`src/rtl/bpsk_rx_framer.sv`:
```
// bpsk_rx_framer: receive-side framer behind the BPSK demodulator.
// Hunts for the sync word (either polarity), reads a length byte, then
// collects payload bytes into a small first-word-fall-through FIFO.
//
// Output handshake: a byte transfers on a rising clock edge where
// byte_valid && byte_ready. byte_valid never depends on byte_ready, and
// byte_data stays stable while byte_valid is high and not yet accepted.
module bpsk_rx_framer #(
    parameter logic [15:0] SYNC_WORD      = 16'hD391,
    parameter int          MAX_LEN        = 64,
    parameter int          FIFO_DEPTH     = 4,
    parameter int          TIMEOUT_CYCLES = 4096
) (
    input  logic       clock,
    input  logic       reset,
    input  logic       bit_in,
    input  logic       bit_toggle,
    output logic [7:0] byte_data,
    output logic       byte_valid,
    input  logic       byte_ready,
    output logic       frame_start,
    output logic       frame_end,
    output logic [7:0] frame_len,
    output logic       inverted,
    output logic       len_error,
    output logic       overflow,
    output logic       in_frame,
    output logic [1:0] dbg_state
);

    localparam int          AW        = $clog2(FIFO_DEPTH);
    localparam int          CW        = AW + 1;
    localparam int          TW        = $clog2(TIMEOUT_CYCLES + 1);
    localparam logic [7:0]  MAX_LEN_B = MAX_LEN[7:0];

    typedef enum logic [1:0] {
        S_HUNT    = 2'd0,
        S_LEN     = 2'd1,
        S_PAYLOAD = 2'd2
    } state_t;

    state_t        r_state;
    state_t        w_state_nxt;
    logic          r_toggle_q;
    logic [15:0]   r_sync;
    logic [2:0]    r_bitcnt;
    logic [7:0]    r_shift8;
    logic [7:0]    r_bytecnt;
    logic [TW-1:0] r_tcnt;
    logic [7:0]    r_frame_len;
    logic          r_inverted;
    logic          r_frame_start;
    logic          r_frame_end;
    logic          r_len_error;
    logic          r_overflow;

    logic [7:0]    r_mem [FIFO_DEPTH];
    logic [AW-1:0] r_wr;
    logic [AW-1:0] r_rd;
    logic [CW-1:0] r_count;
    logic [7:0]    r_hold;

    logic          w_sym;
    logic [15:0]   w_cand;
    logic          w_eff;
    logic [7:0]    w_byte;
    logic          w_last_bit;
    logic          w_timeout;
    logic          w_match;
    logic          w_match_inv;
    logic          w_len_ok;
    logic          w_len_bad;
    logic          w_push;
    logic          w_last_byte;
    logic          w_timeout_hit;
    logic          w_pop;
    logic          w_full;
    logic          w_push_ok;
    logic [7:0]    w_head;

    // Every level change of the demodulator strobe is one symbol.
    assign w_sym      = bit_toggle ^ r_toggle_q;
    assign w_cand     = {r_sync[14:0], bit_in};
    assign w_eff      = bit_in ^ r_inverted;
    assign w_byte     = {r_shift8[6:0], w_eff};
    assign w_last_bit = w_sym && (r_bitcnt == 3'd7);
    assign w_timeout  = !w_sym && (r_tcnt == TW'(TIMEOUT_CYCLES - 1));

    // State register.
    always_ff @(posedge clock or posedge reset) begin
        if (reset) r_state <= S_HUNT;
        else       r_state <= w_state_nxt;
    end

    // Next-state and per-cycle control decisions.
    always_comb begin
        w_state_nxt   = r_state;
        w_match       = 1'b0;
        w_match_inv   = 1'b0;
        w_len_ok      = 1'b0;
        w_len_bad     = 1'b0;
        w_push        = 1'b0;
        w_last_byte   = 1'b0;
        w_timeout_hit = 1'b0;
        case (r_state)
            S_HUNT: begin
                if (w_sym && (w_cand == SYNC_WORD)) begin
                    w_match     = 1'b1;
                    w_state_nxt = S_LEN;
                end else if (w_sym && (w_cand == ~SYNC_WORD)) begin
                    w_match     = 1'b1;
                    w_match_inv = 1'b1;
                    w_state_nxt = S_LEN;
                end
            end
            S_LEN: begin
                if (w_last_bit) begin
                    if ((w_byte == 8'd0) || (w_byte > MAX_LEN_B)) begin
                        w_len_bad   = 1'b1;
                        w_state_nxt = S_HUNT;
                    end else begin
                        w_len_ok    = 1'b1;
                        w_state_nxt = S_PAYLOAD;
                    end
                end else if (w_timeout) begin
                    w_timeout_hit = 1'b1;
                    w_state_nxt   = S_HUNT;
                end
            end
            S_PAYLOAD: begin
                if (w_last_bit) begin
                    w_push = 1'b1;
                    if ((r_bytecnt + 8'd1) == r_frame_len) begin
                        w_last_byte = 1'b1;
                        w_state_nxt = S_HUNT;
                    end
                end else if (w_timeout) begin
                    w_timeout_hit = 1'b1;
                    w_state_nxt   = S_HUNT;
                end
            end
            default: w_state_nxt = S_HUNT;
        endcase
    end

    // Framing datapath: sync shifter, bit/byte counters, timeout and flags.
    always_ff @(posedge clock or posedge reset) begin
        if (reset) begin
            r_toggle_q    <= 1'b0;
            r_sync        <= '0;
            r_bitcnt      <= '0;
            r_shift8      <= '0;
            r_bytecnt     <= '0;
            r_tcnt        <= '0;
            r_frame_len   <= '0;
            r_inverted    <= 1'b0;
            r_frame_start <= 1'b0;
            r_frame_end   <= 1'b0;
            r_len_error   <= 1'b0;
            r_overflow    <= 1'b0;
        end else begin
            r_toggle_q    <= bit_toggle;
            r_frame_start <= w_match;
            r_frame_end   <= w_last_byte;
            r_len_error   <= w_len_bad;

            if (r_state == S_HUNT && w_sym)
                r_sync <= w_cand;
            else if (w_len_bad || w_last_byte || w_timeout_hit)
                r_sync <= '0;

            if (w_match) begin
                r_inverted <= w_match_inv;
                r_bitcnt   <= '0;
            end else if (r_state != S_HUNT && w_sym) begin
                r_bitcnt <= r_bitcnt + 3'd1;
                r_shift8 <= w_byte;
            end

            if (w_len_ok || w_len_bad)
                r_frame_len <= w_byte;

            if (w_len_ok)
                r_bytecnt <= '0;
            else if (w_push)
                r_bytecnt <= r_bytecnt + 8'd1;

            if (r_state == S_HUNT || w_sym || w_timeout)
                r_tcnt <= '0;
            else
                r_tcnt <= r_tcnt + TW'(1);

            // Dropped bytes still count toward the frame length.
            if (w_match)
                r_overflow <= 1'b0;
            else if (w_push && !w_push_ok)
                r_overflow <= 1'b1;
        end
    end

    // FIFO control: a pop frees a slot in the same cycle, so push-on-full
    // succeeds when the sink is taking the head byte.
    assign w_pop     = (r_count != '0) && byte_ready;
    assign w_full    = (r_count == CW'(FIFO_DEPTH));
    assign w_push_ok = w_push && (!w_full || w_pop);
    assign w_head    = (r_count != '0) ? r_mem[r_rd] : r_hold;

    // FIFO storage; contents only matter while occupancy covers the slot.
    always_ff @(posedge clock) begin
        if (w_push_ok) r_mem[r_wr] <= w_byte;
    end

    // FIFO pointers, occupancy, and the held output byte while empty.
    always_ff @(posedge clock or posedge reset) begin
        if (reset) begin
            r_wr    <= '0;
            r_rd    <= '0;
            r_count <= '0;
            r_hold  <= '0;
        end else begin
            if (w_push_ok) r_wr <= r_wr + AW'(1);
            if (w_pop)     r_rd <= r_rd + AW'(1);
            r_count <= r_count + CW'(w_push_ok) - CW'(w_pop);
            r_hold  <= w_head;
        end
    end

    assign byte_data   = w_head;
    assign byte_valid  = (r_count != '0);
    assign frame_start = r_frame_start;
    assign frame_end   = r_frame_end;
    assign frame_len   = r_frame_len;
    assign inverted    = r_inverted;
    assign len_error   = r_len_error;
    assign overflow    = r_overflow;
    assign in_frame    = (r_state == S_LEN) || (r_state == S_PAYLOAD);
    assign dbg_state   = r_state;

endmodule

```
`config.mk`:
```
export PLATFORM = sky130hd
export DESIGN_NAME = bpsk_rx_framer
export DESIGN_NICKNAME = d
export VERILOG_FILES = /design/src/rtl/bpsk_rx_framer.sv
export SDC_FILE = /design/constraint.sdc
export NUM_CORES = 1
export LEC_CHECK = 0
export ABC_CLOCK_PERIOD_IN_PS = 2970
export CAP_MARGIN = 20
export CORE_ASPECT_RATIO = 0.5
export CORE_MARGIN = 2
export CORE_UTILIZATION = 45
export DETAILED_ROUTE_END_ITERATION = 16
export PLACE_DENSITY_LB_ADDON = 0.15
export SYNTH_ARGS = -nofsm -noshare
export SYNTH_HDL_FRONTEND = slang
export SYNTH_SLANG_ARGS = --single-unit
```
`constraint.sdc`:
```
create_clock -name clock -period 2.97 [get_ports clock]
set_clock_uncertainty 0.1 [all_clocks]
set_input_delay 0.594 -clock clock [delete_from_list [all_inputs] [get_ports clock]]
set_output_delay 0.594 -clock clock [all_outputs]
set_load 0.05 [all_outputs]
```
==> results of run 1 <==
worst paths after layout:
check / to / slack, ns / cells past startpoint
max in group asynchronous: r_bytecnt[4] / 1.53 / 3
worst max-delay path: byte_data[3] / 0.16 / 3
worst max register to register: r_count[2] / 0.46 / 11
worst min register to register: r_count[2] / 0.38 / 1
min in group asynchronous: r_sync[8] / 0.51 / 2
worst min-delay path: r_count[2] / 0.38 / 1
Yosys cell counts (2+ instances only):
| master | instances | area share [%] |
|---|---|---|
| a21oi_1 | 6 | 0.62 |
| a22o_1 | 15 | 2.7 |
| and2_1 | 7 | 0.90 |
| and3_1 | 5 | 0.64 |
| buf_2 | 3 | 0.31 |
| clkbuf_1 | 7 | 0.54 |
| dfrtp_1 | 77 | 40 |
| edfxtp_1 | 32 | 20 |
| ha_1 | 14 | 3.6 |
| inv_1 | 12 | 0.93 |
| mux2_2 | 19 | 4.4 |
| mux2i_1 | 2 | 0.41 |
| mux4_2 | 8 | 3.7 |
| nand2_1 | 15 | 1.2 |
| nand2b_1 | 2 | 0.26 |
| nand3_1 | 8 | 0.82 |
| nand3b_1 | 3 | 0.46 |
| nand4_1 | 4 | 0.51 |
| nand4b_1 | 2 | 0.36 |
| nor2_1 | 30 | 2.3 |
| nor2b_1 | 2 | 0.26 |
| nor3_1 | 5 | 0.51 |
| nor4_1 | 2 | 0.26 |
| nor4_2 | 2 | 0.51 |
| o21a_1 | 2 | 0.31 |
| o21ai_0 | 8 | 0.82 |
| o2bb2ai_1 | 2 | 0.36 |
| or3_1 | 2 | 0.26 |
| or4b_1 | 2 | 0.41 |
| or4bb_1 | 3 | 0.70 |
| xnor2_1 | 21 | 3.8 |
| xor2_1 | 13 | 2.3 |
power breakdown:
| group | switching (mW) | internal [mW] | total, mW |
|---|---|---|---|
| Sequential | 0.158 | 1.69 | 1.84 |
| Clock | 0.541 | 0.685 | 1.23 |
| Combinational | 0.417 | 0.347 | 0.764 |
| Total | 1.12 | 2.72 | 3.83 |
per-layer routing:
layer | share of wire, % | vias to the layer above | GRT usage, %
met5 | 0 | - | 0
met4 | 0.83 | 0 | 4.02
met3 | 2.9 | 9 | 4.76
met2 | 47 | 37 | 26.5
met1 | 49 | 1457 | 24.2
li1 | - | 1377 | -
through the flow:
stage               area [um2]  hold WS, ns
CTS                       5700        0.384
finish                    5700        0.385
global placement          5390        0.368
detailed placement        5390        0.374
global route              5700        0.400
floorplan                 4860        0.354
sequential cells by signal, summed over array words and instances (netlist names), 2 cells and up:
signal and flops:
dbg_state 2, frame_len 8, r_bitcnt 3, r_bytecnt 8, r_count 3, r_hold 8, r_mem 32, r_rd 2
r_shift8 7, r_sync 15, r_tcnt 13, r_wr 2
critical path, cell delays in order, from the launching register on:
cell     delay, ns
dfrtp_1       0.69
mux4_2        0.59
mux2_2        0.30
buf_4         0.19
kinds of logic after synthesis:
| logic type | after synthesis | share of synthesized area (%) |
|---|---|---|
| flops | 109 | 59.4 |
| simple gates | 104 | 12.8 |
| compound gates | 43 | 7.08 |
| xor+xnor | 34 | 6.13 |
| mux | 29 | 8.52 |
| buf+inv | 23 | 2.01 |
| fa+ha+maj | 15 | 4.02 |
layout make-up:
class,instances,area (um2),area share (%)
clock buffer,10,239,4.19
sequential,109,2890,50.7
clock inverter,6,70.1,1.23
tap,140,175,3.07
inverter,12,45.0,0.791
timing repair buffer,44,408,7.16
multi-input combinational,225,1870,32.9
==> impl_metrics.toml, run 1 <==
[synth]
ys_seq_area_share_pct = 59.4
synthArstFlopShare_pct = 70.6
synthFlopType = "dfrtp_1"
yosys_warnings = 0
syn-cell-area_mm2 = 0.00486
syn_area_per_cell_um2 = 13.6
synth_edf_count = 32
syn_inst = 357
ys_seq_elements = 109
syn_nets = 377
ys_types = 54

[timing]
rsz0062_at_grt = "false"
worstMarginPinSlew_ns = 0.552
setup_ws_ns = 0.156
fin_crit_ns = 2.81
finalCritPeriodShare_pct = 94.7
final-setup-viol-count = 0
slew_viol_final = 0
fmax_ghz = 0.355
maxSlewHeadroom_pct = 63.2
hold_viol = 0
fin_tns_setup_ns = 0

[clock_network]
cts.htree.levels = 3
cts_resized = 0
clkTransAtPathRegs_ns = 0.07
cts_tree = "yes"
cts-root-buf = "clkbuf_16"
hold_buffers = 0
post_cts_buffers = 0
insertion_delay_ns = 0.35
cts_buffers = 9
cts.sinks = 109
clock_path_buffers = 2

[power]
p_per_area_mw_per_mm2 = 673
power_mw = 3.83
ir_drop_mv = 0.316
p_leak_nw = 2.40

[floorplanning]
core_mm2 = 0.0103
die-area_mm2 = 0.0117
die_h_um = 77.5
initial_core_util_pct = 47.0
die_w_um = 151
num_io_pins = 30
std_cell_rows = 26

[place]
gp_congestion = 0.764
port_buffers = 29
detailedPlace.worstSlack_ns = -0.159
dp_cells = 530
place_hpwl_mm = 6.34

[grt]
grt_pass1_vias = 3013
grt_usage_pct = 17.1
grt_pass1_wl_mm = 15.4
grt_max_degree = 31
grt_overflow_total = 0
antenna_found_initial = 0

[worst_setup_path]
cp-startpoint = "r_rd[0]"
worstPathArrival_ns = 2.12
crit_type = "flip-flop to output pin"
worstPathRequired_ns = 2.28
endpoint_kind = "output pin"
crit_fanout = 9
start_kind = "flip-flop"
crit-reg2reg-launch = "r_bitcnt[0]"

[detailed_routing]
drtIter0Drc = 145
wire_per_inst_um = 16.7
ant_nets = 0
num_vias = 2880
viasPerCell = 5.27
remaining_drc_errors = 0
drt_wl_total_mm = 9.13
first_pass_iters = 4

[finish]
drive_gt1_share_pct = 19.2
nets = 421
final_cell_mix = "dfrtp_1 (77), edfxtp_1 (32), nor2_1 (30)"
area_growth_pct = 17.3
stdcell_count = 546
final_common_cell = "dfrtp_1"
fillers = 856
antennaDiodeCount = 0
post-route-util_pct = 55.1

[worst_hold_path]
worstHoldStart = "r_count[2]"
hold_class = "flip-flop to flip-flop"

[run]
drv_cap = 0

[outcome]
status = "finished clean"
Power figures use the tool's default switching activity.
==> run 2: changes to the inputs <==
--- a/config.mk
+++ b/config.mk
@@ -12,6 +12,7 @@
 export CORE_UTILIZATION = 45
 export DETAILED_ROUTE_END_ITERATION = 16
 export PLACE_DENSITY_LB_ADDON = 0.15
+export RECOVER_POWER = 25
 export SYNTH_ARGS = -nofsm -noshare
 export SYNTH_HDL_FRONTEND = slang
 export SYNTH_SLANG_ARGS = --single-unit
==> constraint.sdc (replaced) <==
create_clock -name clock -period 2.97 [get_ports clock]
set_clock_uncertainty 0.1 [all_clocks]
set_input_delay 0.297 -clock clock [delete_from_list [all_inputs] [get_ports clock]]
set_output_delay 0.297 -clock clock [all_outputs]
set_load 0.05 [all_outputs]
==> impl_metrics.toml, run 2 (synthesized netlist as in run 1, its figures left out) <==
[outcome]
status = "complete, but fails checks"
violations = "capacitance limit, slew limit"

[power]
p_leak_nw = 2.37
p_seq_share_pct = 47.8
power_mw = 3.81
p_clk_share_pct = 30.9
p_per_area_mw_per_mm2 = 672
combPwrFrac_pct = 21.3
ir_drop_mv = 0.230
p_int_mw = 2.70
p_switching_mw = 1.10
p_sw_share_pct = 29.0

[detailed_routing]
drt_wl_total_mm = 9.28
first_pass_iters = 4
top_layer = "met4"
wl_met2_mm = 4.41
wl_met3_um = 287
wl_met1_mm = 4.53
remaining_drc_errors = 0
ant_nets = 0
drtIter0Drc = 163
viasPerCell = 5.33
num_vias = 2906
wire_per_inst_um = 17.0

[timing]
fin_crit_ns = 2.82
fmax_ghz = 0.354
maxSlewHeadroom_pct = -28.5
fin_tns_setup_ns = 0
fin_hold_ws_ns = 0.397
final-setup-viol-count = 0
worstMarginPinSlew_ns = 1.93
hold_viol = 0
slew_viol_final = 78
rsz0062_at_grt = "false"
setup_ws_ns = 0.149
finalCritPeriodShare_pct = 95.0

[finish]
largest_register_ffs = 32
drive_gt1_share_pct = 16.8
largest_register = "r_mem"
antennaDiodeCount = 0
final_cell_mix = "dfrtp_1 (77), edfxtp_1 (32), nor2_1 (30)"
nets = 420
area_growth_pct = 16.6
fillers = 868
multi_input_area_mm2 = 0.00187
top_regs = "r_mem (32), r_sync (15), r_tcnt (13)"
seq_area_mm2 = 0.00289
final_common_cell = "dfrtp_1"

[clock_network]
cts-root-buf = "clkbuf_16"
insertion_delay_ns = 0.34
post_cts_buffers = 0
cts_buffers = 9
cts_resized = 0
cts.sinks = 109
hold_buffers = 0
clkTransAtPathRegs_ns = 0.07
cts_tree = "yes"
cts.htree.levels = 3
clock_path_buffers = 2

[worst_setup_path]
path_cells = "buf_4 > mux4_2 > mux2_2 > clkdlybuf4s50_1"
crit_slowest_cell = "clkdlybuf4s50_1"
crit_fanout = 10
max_stage_delay_ns = 0.70
endpoint_kind = "output pin"
critical_path_buf_inv_count = 2
cp_top_family = "buffers and inverters"
worstPathArrival_ns = 2.42
start_kind = "flip-flop"
worstPathRequired_ns = 2.57
crit_type = "flip-flop to output pin"

[grt]
grt_max_degree = 78
antenna_found_initial = 0
grt_pass1_wl_mm = 15.5
grt_pass1_vias = 3075
grt_overflow_total = 0
grt_usage_pct = 17.4

[place]
gp_congestion = 0.784
detailedPlace.worstSlack_ns = 0.172
place_hpwl_mm = 6.32
port_buffers = 29

[floorplanning]
die-area_mm2 = 0.0117
die_h_um = 77.5
initial_core_util_pct = 47.0
std_cell_rows = 26
num_io_pins = 30
die_w_um = 151
core_mm2 = 0.0103

[run]
drv_cap = 1

[worst_hold_path]
hold_class = "flip-flop to flip-flop"
## run 2: changes by cell type in the layout (fill, tap and decap cells not counted), sizes merged
cell / delta
buf: -10
clkdlybuf4s50: +6
clkinv: +2
dlygate4sd3: +2
inv: -2
clkbuf: +1
## run 2: worst paths after layout
path,start,to,slack (ns),depth (start not counted)
worst max-delay path,r_rd[0],byte_data[7],0.15,4
worst min-delay path,r_count[2],r_count[2],0.40,1
worst max register to register,r_bitcnt[0],r_count[2],0.48,11
worst min register to register,r_count[2],r_count[2],0.40,1
max in group asynchronous,reset,r_tcnt[6],0.65,3
min in group asynchronous,reset,len_error,0.97,3
## run 2: worst reg2reg max path, stage by stage (launching register included)
cell     delay (ns)
dfrtp_1        0.39
ha_1           0.17
ha_1           0.22
nand3_2        0.12
nor2_1         0.16
inv_1          0.06
ha_1           0.27
inv_1          0.04
ha_1           0.18
fa_1           0.38
xor2_1         0.18
xnor2_1        0.12
## run 2: per-stage QoR
stage / std cells / area, um2 / utilization, %
6_report: 545 / 5660 / 54.8
5_1_grt: 545 / 5660 / 54.8
4_1_cts: 545 / 5680 / 54.9
3_5_place_dp: 529 / 5390 / 52.1
3_3_place_gp: 529 / 5390 / 52.1
2_1_floorplan: 357 / 4860 / -
## run 2: final cells by class
cell class,count,share of cell area (%)
sequential,109,51.0
multi-input combinational,225,33.1
timing repair buffer,43,6.94
clock buffer,10,4.04
tap,140,3.09
clock inverter,6,1.08
inverter,12,0.795
## run 2: metal layers
metal	vias to the layer above	GRT usage, %
met2	35	27.6
met3	7	5.47
met1	1490	23.3
met4	0	4.77
li1	1374	-
met5	-	0
## run 2: power groups by stage
stage               registers, mW  clock network [mW]  logic (mW)
floorplan                    1.78                   0       0.633
global placement             1.83                   0       0.806
detailed placement           1.85                   0       0.826
CTS                          1.82                1.21       0.831
global route                 1.84                1.28       0.878
finish                       1.82                1.18       0.812
==> run 3: changes to the inputs <==
--- a/config.mk
+++ b/config.mk
@@ -8,7 +8,7 @@
 export ABC_CLOCK_PERIOD_IN_PS = 2970
 export CAP_MARGIN = 20
 export CORE_ASPECT_RATIO = 0.5
-export CORE_MARGIN = 2
+export CORE_MARGIN = 8
 export CORE_UTILIZATION = 45
 export DETAILED_ROUTE_END_ITERATION = 16
 export PLACE_DENSITY_LB_ADDON = 0.15
==> impl_metrics.toml, run 3 (synthesized netlist as in run 1, its figures left out) <==
[grt]
grt_util_met1_pct = 17.2
grt_usage_pct = 13.1
grt_pass1_vias = 2948
antenna_found_initial = 0
use_met3_pct = 4.27
grt_overflow_total = 0
busiest_layer = "met2"
grt_pass1_wl_mm = 14.9
grt_max_degree = 78
met2_usage_pct = 20.8

[clock_network]
clkTransAtPathRegs_ns = 0.07
clock_path_buffers = 2
cts-root-buf = "clkbuf_16"
post_cts_buffers = 0
cts_buffers = 9
hold_buffers = 0
cts_tree = "yes"
cts.sinks = 109
cts_resized = 0
cts.htree.levels = 3
insertion_delay_ns = 0.34

[finish]
antennaDiodeCount = 0
stdcell_count = 545
largest_register = "r_mem"
fillers = 859
top_regs = "r_mem (32), r_sync (15), r_tcnt (13)"
nets = 420
area_growth_pct = 16.3
final_common_cell = "dfrtp_1"
drive_gt1_share_pct = 17.0
final_area_mm2 = 0.00565
largest_register_ffs = 32
final_cell_mix = "dfrtp_1 (77), edfxtp_1 (32), nor2_1 (30)"

[floorplanning]
initial_core_util_pct = 47.0
die_h_um = 89.5
core_mm2 = 0.0103
num_io_pins = 30
die_w_um = 163
die-area_mm2 = 0.0146
std_cell_rows = 26

[worst_hold_path]
worstHoldPathCells = 1
worstHoldStart = "r_tcnt[0]"
hold_end = "r_tcnt[0]"
hold_class = "flip-flop to flip-flop"

[detailed_routing]
num_vias = 2832
wire_per_inst_um = 16.1
ant_nets = 0
first_pass_iters = 4
drt_wl_total_mm = 8.78
drtIter0Drc = 142
viasPerCell = 5.20
remaining_drc_errors = 0

[timing]
final-setup-viol-count = 0
rsz0062_at_grt = "false"
setup_ws_ns = 0.160
fmax_ghz = 0.356
fin_hold_ws_ns = 0.395
slew_viol_final = 78
worstMarginPinSlew_ns = 1.92
fin_crit_ns = 2.81
fin_tns_setup_ns = 0
hold_viol = 0
maxSlewHeadroom_pct = -27.9
finalCritPeriodShare_pct = 94.6

[power]
p_seq_share_pct = 48.6
p_int_mw = 2.62
p_leak_nw = 2.36
p_clk_share_pct = 29.7
combPwrFrac_pct = 21.7
ir_drop_mv = 0.301
p_per_area_mw_per_mm2 = 659
p_sw_share_pct = 29.6
p_switching_mw = 1.10

[worst_setup_path]
worstRegToRegCells = 11
worstPathArrival_ns = 2.41
ff2ff_setup_slack_ns = 0.43
worstPathRequired_ns = 2.57
crit_type = "flip-flop to output pin"
crit_fanout = 10
r2r_end = "r_count[2]"
crit-reg2reg-launch = "r_bitcnt[0]"
start_kind = "flip-flop"
endpoint_kind = "output pin"

[place]
port_buffers = 29
place_hpwl_mm = 6.14
gp_congestion = 0.820
placed_area_mm2 = 0.00539
detailedPlace.worstSlack_ns = 0.0613
dp_cells = 529

[outcome]
violations = "capacitance limit, slew limit"
status = "complete, but fails checks"

[run]
drv_cap = 1
==> run 3: changes by cell type in the layout (fill, tap and decap cells not counted), sizes merged <==
cell | before | now
bufinv | 1 | 0
clkbuf | 11 | 10
clkinv | 4 | 5
clkinvlp | 1 | 2
==> run 3: worst max-delay path by stage <==
stage	slack (ns)	end	startpoint
after floorplan	0.10	r_count[2]	dbg_state[1]
after global placement	0.12	r_count[2]	bit_toggle
after global routing	0.04	byte_data[7]	r_rd[0]
after detailed placement	0.06	r_count[2]	bit_toggle
final	0.16	byte_data[7]	r_rd[0]
after CTS	0.13	byte_data[7]	r_rd[0]
==> run 3: layout make-up <==
type / instances / area (um2) / share of cell area, %
clock buffer: 9 / 225 / 3.99
clock inverter: 7 / 50.0 / 0.886
inverter: 12 / 45.0 / 0.797
multi-input combinational: 225 / 1870 / 33.2
sequential: 109 / 2890 / 51.1
tap: 140 / 175 / 3.10
timing repair buffer: 43 / 393 / 6.95
==> run 3: routing by layer <==
layer	up-vias	part of all wire, %	wire [um]
li1	1377	-	-
met3	8	4.0	352
met4	0	0.82	72
met5	-	0	0
met2	41	46	4020
met1	1406	49	4330
==> run 3: critical path, cell delays in order (launching register included) <==
cell,delay [ns]
dfrtp_1,0.32
buf_4,0.22
mux4_2,0.54
mux2_2,0.29
clkdlybuf4s50_1,0.70
==> run 3: power groups by stage <==
stage | logic, mW | registers (mW) | clock network [mW]
after floorplan | 0.633 | 1.78 | 0
after global placement | 0.807 | 1.83 | 0
after detailed placement | 0.825 | 1.84 | 0
after CTS | 0.830 | 1.81 | 1.13
after global routing | 0.870 | 1.83 | 1.20
final | 0.807 | 1.81 | 1.11
==> run 3: per-stage QoR <==
step,util [%],total power [mW]
finish,54.6,3.72
CTS,54.8,3.77
global route,54.6,3.90
global placement,52.1,2.64
floorplan,-,2.42
detailed placement,52.1,2.66
==> patch: new RTL, flow settings as in run 3 <==
Take the reset off `r_hold` and load it in a clocked block of its own.
--- a/src/rtl/bpsk_rx_framer.sv
+++ b/src/rtl/bpsk_rx_framer.sv
@@ -217,11 +217,13 @@
             r_rd    <= '0;
             r_count <= '0;
-            r_hold  <= '0;
         end else begin
             if (w_push_ok) r_wr <= r_wr + AW'(1);
             if (w_pop)     r_rd <= r_rd + AW'(1);
             r_count <= r_count + CW'(w_push_ok) - CW'(w_pop);
-            r_hold  <= w_head;
         end
+    end
+
+    always_ff @(posedge clock) begin
+        r_hold <= w_head;
     end
 
Behaviour: same outputs for any inputs over 10 cycles, from zero or initial values and one cycle with reset high; that may be too few to reach the edited logic, so the function may still have changed.
==> patch against run 3 <==
Sequential power is 15% higher. Worst setup slack lost 0.048 ns. Total power increased by 26%. Cell area rose by 0.27%. Synthesized area fell by 0.72%. Synthesized cell count increased by 2.2%. Routed wire length up 1.3%. Sequential cell count stayed put. Largest cell class unchanged.
==> patch: results (changes against run 3) <==
Setup path
  • Source of the worst register-to-register timing path: r_bytecnt[0]
  • Capture instance of the worst register-to-register path: r_sync[13]
  • Minimum setup slack among reg-to-reg paths: 0.48 ns (+0.05 ns)
  • Reg2reg path depth: 8 (-3)
  • Data arrival time at the worst-slack endpoint: 2.46 ns (+0.05 ns)

Worst hold path
  • Origin of the worst min-delay path: r_hold[7]

Routing
  • DR pass1 iterations: 5 (+1)
  • Initial detailed-routing violation count: 148 (+4.2%)
  • Routed wire length: 8893 um (+1.3%)

GRT
  • Largest net degree at the start of global routing: 36 (-54%)
  • GRT Overall Usage: 12.97% (-0.14 points)
  • Vias in the first global route: 2923 (-0.85%)

Power and ir drop
  • Leak pwr: 0.002279 uW (-3.2%)
  • Max rail drop VDD: 329.6 uV (+9.3%)
  • Seq pwr: 2080 uW (+15%)
  • Switching Fraction: 33.03% (+3.4 points)
  • Comb pwr: 1380 uW (+71%)

Logic synthesis
  • Top area cells in the synthesized netlist: sky130_fd_sc_hd__dfrtp_1, sky130_fd_sc_hd__edfxtp_1, sky130_fd_sc_hd__mux2_2, sky130_fd_sc_hd__xnor2_1, sky130_fd_sc_hd__mux4_2
  • Yosys cell types: 52 (-3.7%)
  • Share of synthesized area occupied by flip-flops and latches: 59.04% (-0.40 points)
  • List of most frequent post-synthesis cells: sky130_fd_sc_hd__dfrtp_1, sky130_fd_sc_hd__nor2_1, sky130_fd_sc_hd__edfxtp_1, sky130_fd_sc_hd__xnor2_1
  • Async set-or-reset flop fraction in the synthesized netlist: 63.30% (-7.3 points)
  • Post-synth EDFFs: 32 (unchanged)

Layout
  • Post-layout nets: 426 (+1.4%)
  • Fraction of layout instances using a drive strength above 1: 18.00% (+0.97 points)

Placement
  • GPL Wtd Cong: 0.8084 (-1.4%)
  • Placed wire-length estimate after detailed placement: 6270 um (+2.1%)
  • Worst slack at placement: 0.1667 ns (+0.1054 ns)
  • Cell total after placement: 535 (+1.1%)
  • Total placed instance area: 5354 um2 (-0.65%)

STA
  • Worst-Margin Slew: 1.420 ns (-0.4984 ns)
  • Post-route worst setup slack: 0.1112 ns (-0.04842 ns)
  • Worst hold slack: 0.3792 ns (-0.01538 ns)

Clock tree
  • Number of H-tree levels: 3 (unchanged)

Run status
  • Run status: finished clean
## patch: changes by cell type after synthesis, sizes merged, moves of 4 or more
cell,run 3,this run
dfrtp,77,69
dfxtp,0,8
and3,5,1
nand2,15,19
nor2,30,34
nor4bb,0,4
## patch: cells by family after synthesis
| family | after synthesis | share of synthesized area, % |
|---|---|---|
| AOI/OAI and AO/OA | 44 | 7.938 |
| xor gates and xnor gates | 35 | 6.511 |
| adders and majority gates | 15 | 4.047 |
| buffers and inverters | 26 | 2.205 |
| DFF | 109 | 59.04 |
| muxes | 29 | 8.586 |
| and+or+nand+nor | 107 | 11.67 |
## patch: worst min path at each step
stage	to	cells past startpoint
4_1_cts	r_count[0]	2
2_1_floorplan	r_toggle_q	0
3_3_place_gp	r_hold[1]	1
3_5_place_dp	r_hold[6]	1
6_report	r_hold[7]	1
5_1_grt	r_hold[7]	1
## patch: per-layer routing
metal | global-route usage [%] | wire length (um) | vias up
li1 | - | - | 1389
met5 | 0 | 0 | -
met2 | 22.54 | 4380 | 42
met1 | 15.53 | 4124 | 1451
met4 | 4.504 | 108 | 0
met3 | 3.539 | 280 | 10
## patch: worst max-delay path: cells and delay by family, from the launching register on
| kind | cells | cell delay (ns) |
|---|---|---|
| mux | 2 | 0.85 |
| flops | 1 | 0.33 |
| buf+inv | 2 | 0.93 |
## patch: final cells by class
| class | count | area [um2] |
|---|---|---|
| fill | 847 | 4648 |
| sequential | 109 | 2848 |
| multi-input combinational | 230 | 1869 |
| timing repair buffer | 41 | 405.4 |
| clock buffer | 10 | 239.0 |
| tap | 140 | 175.2 |
| clock inverter | 6 | 71.32 |
| inverter | 15 | 56.30 |
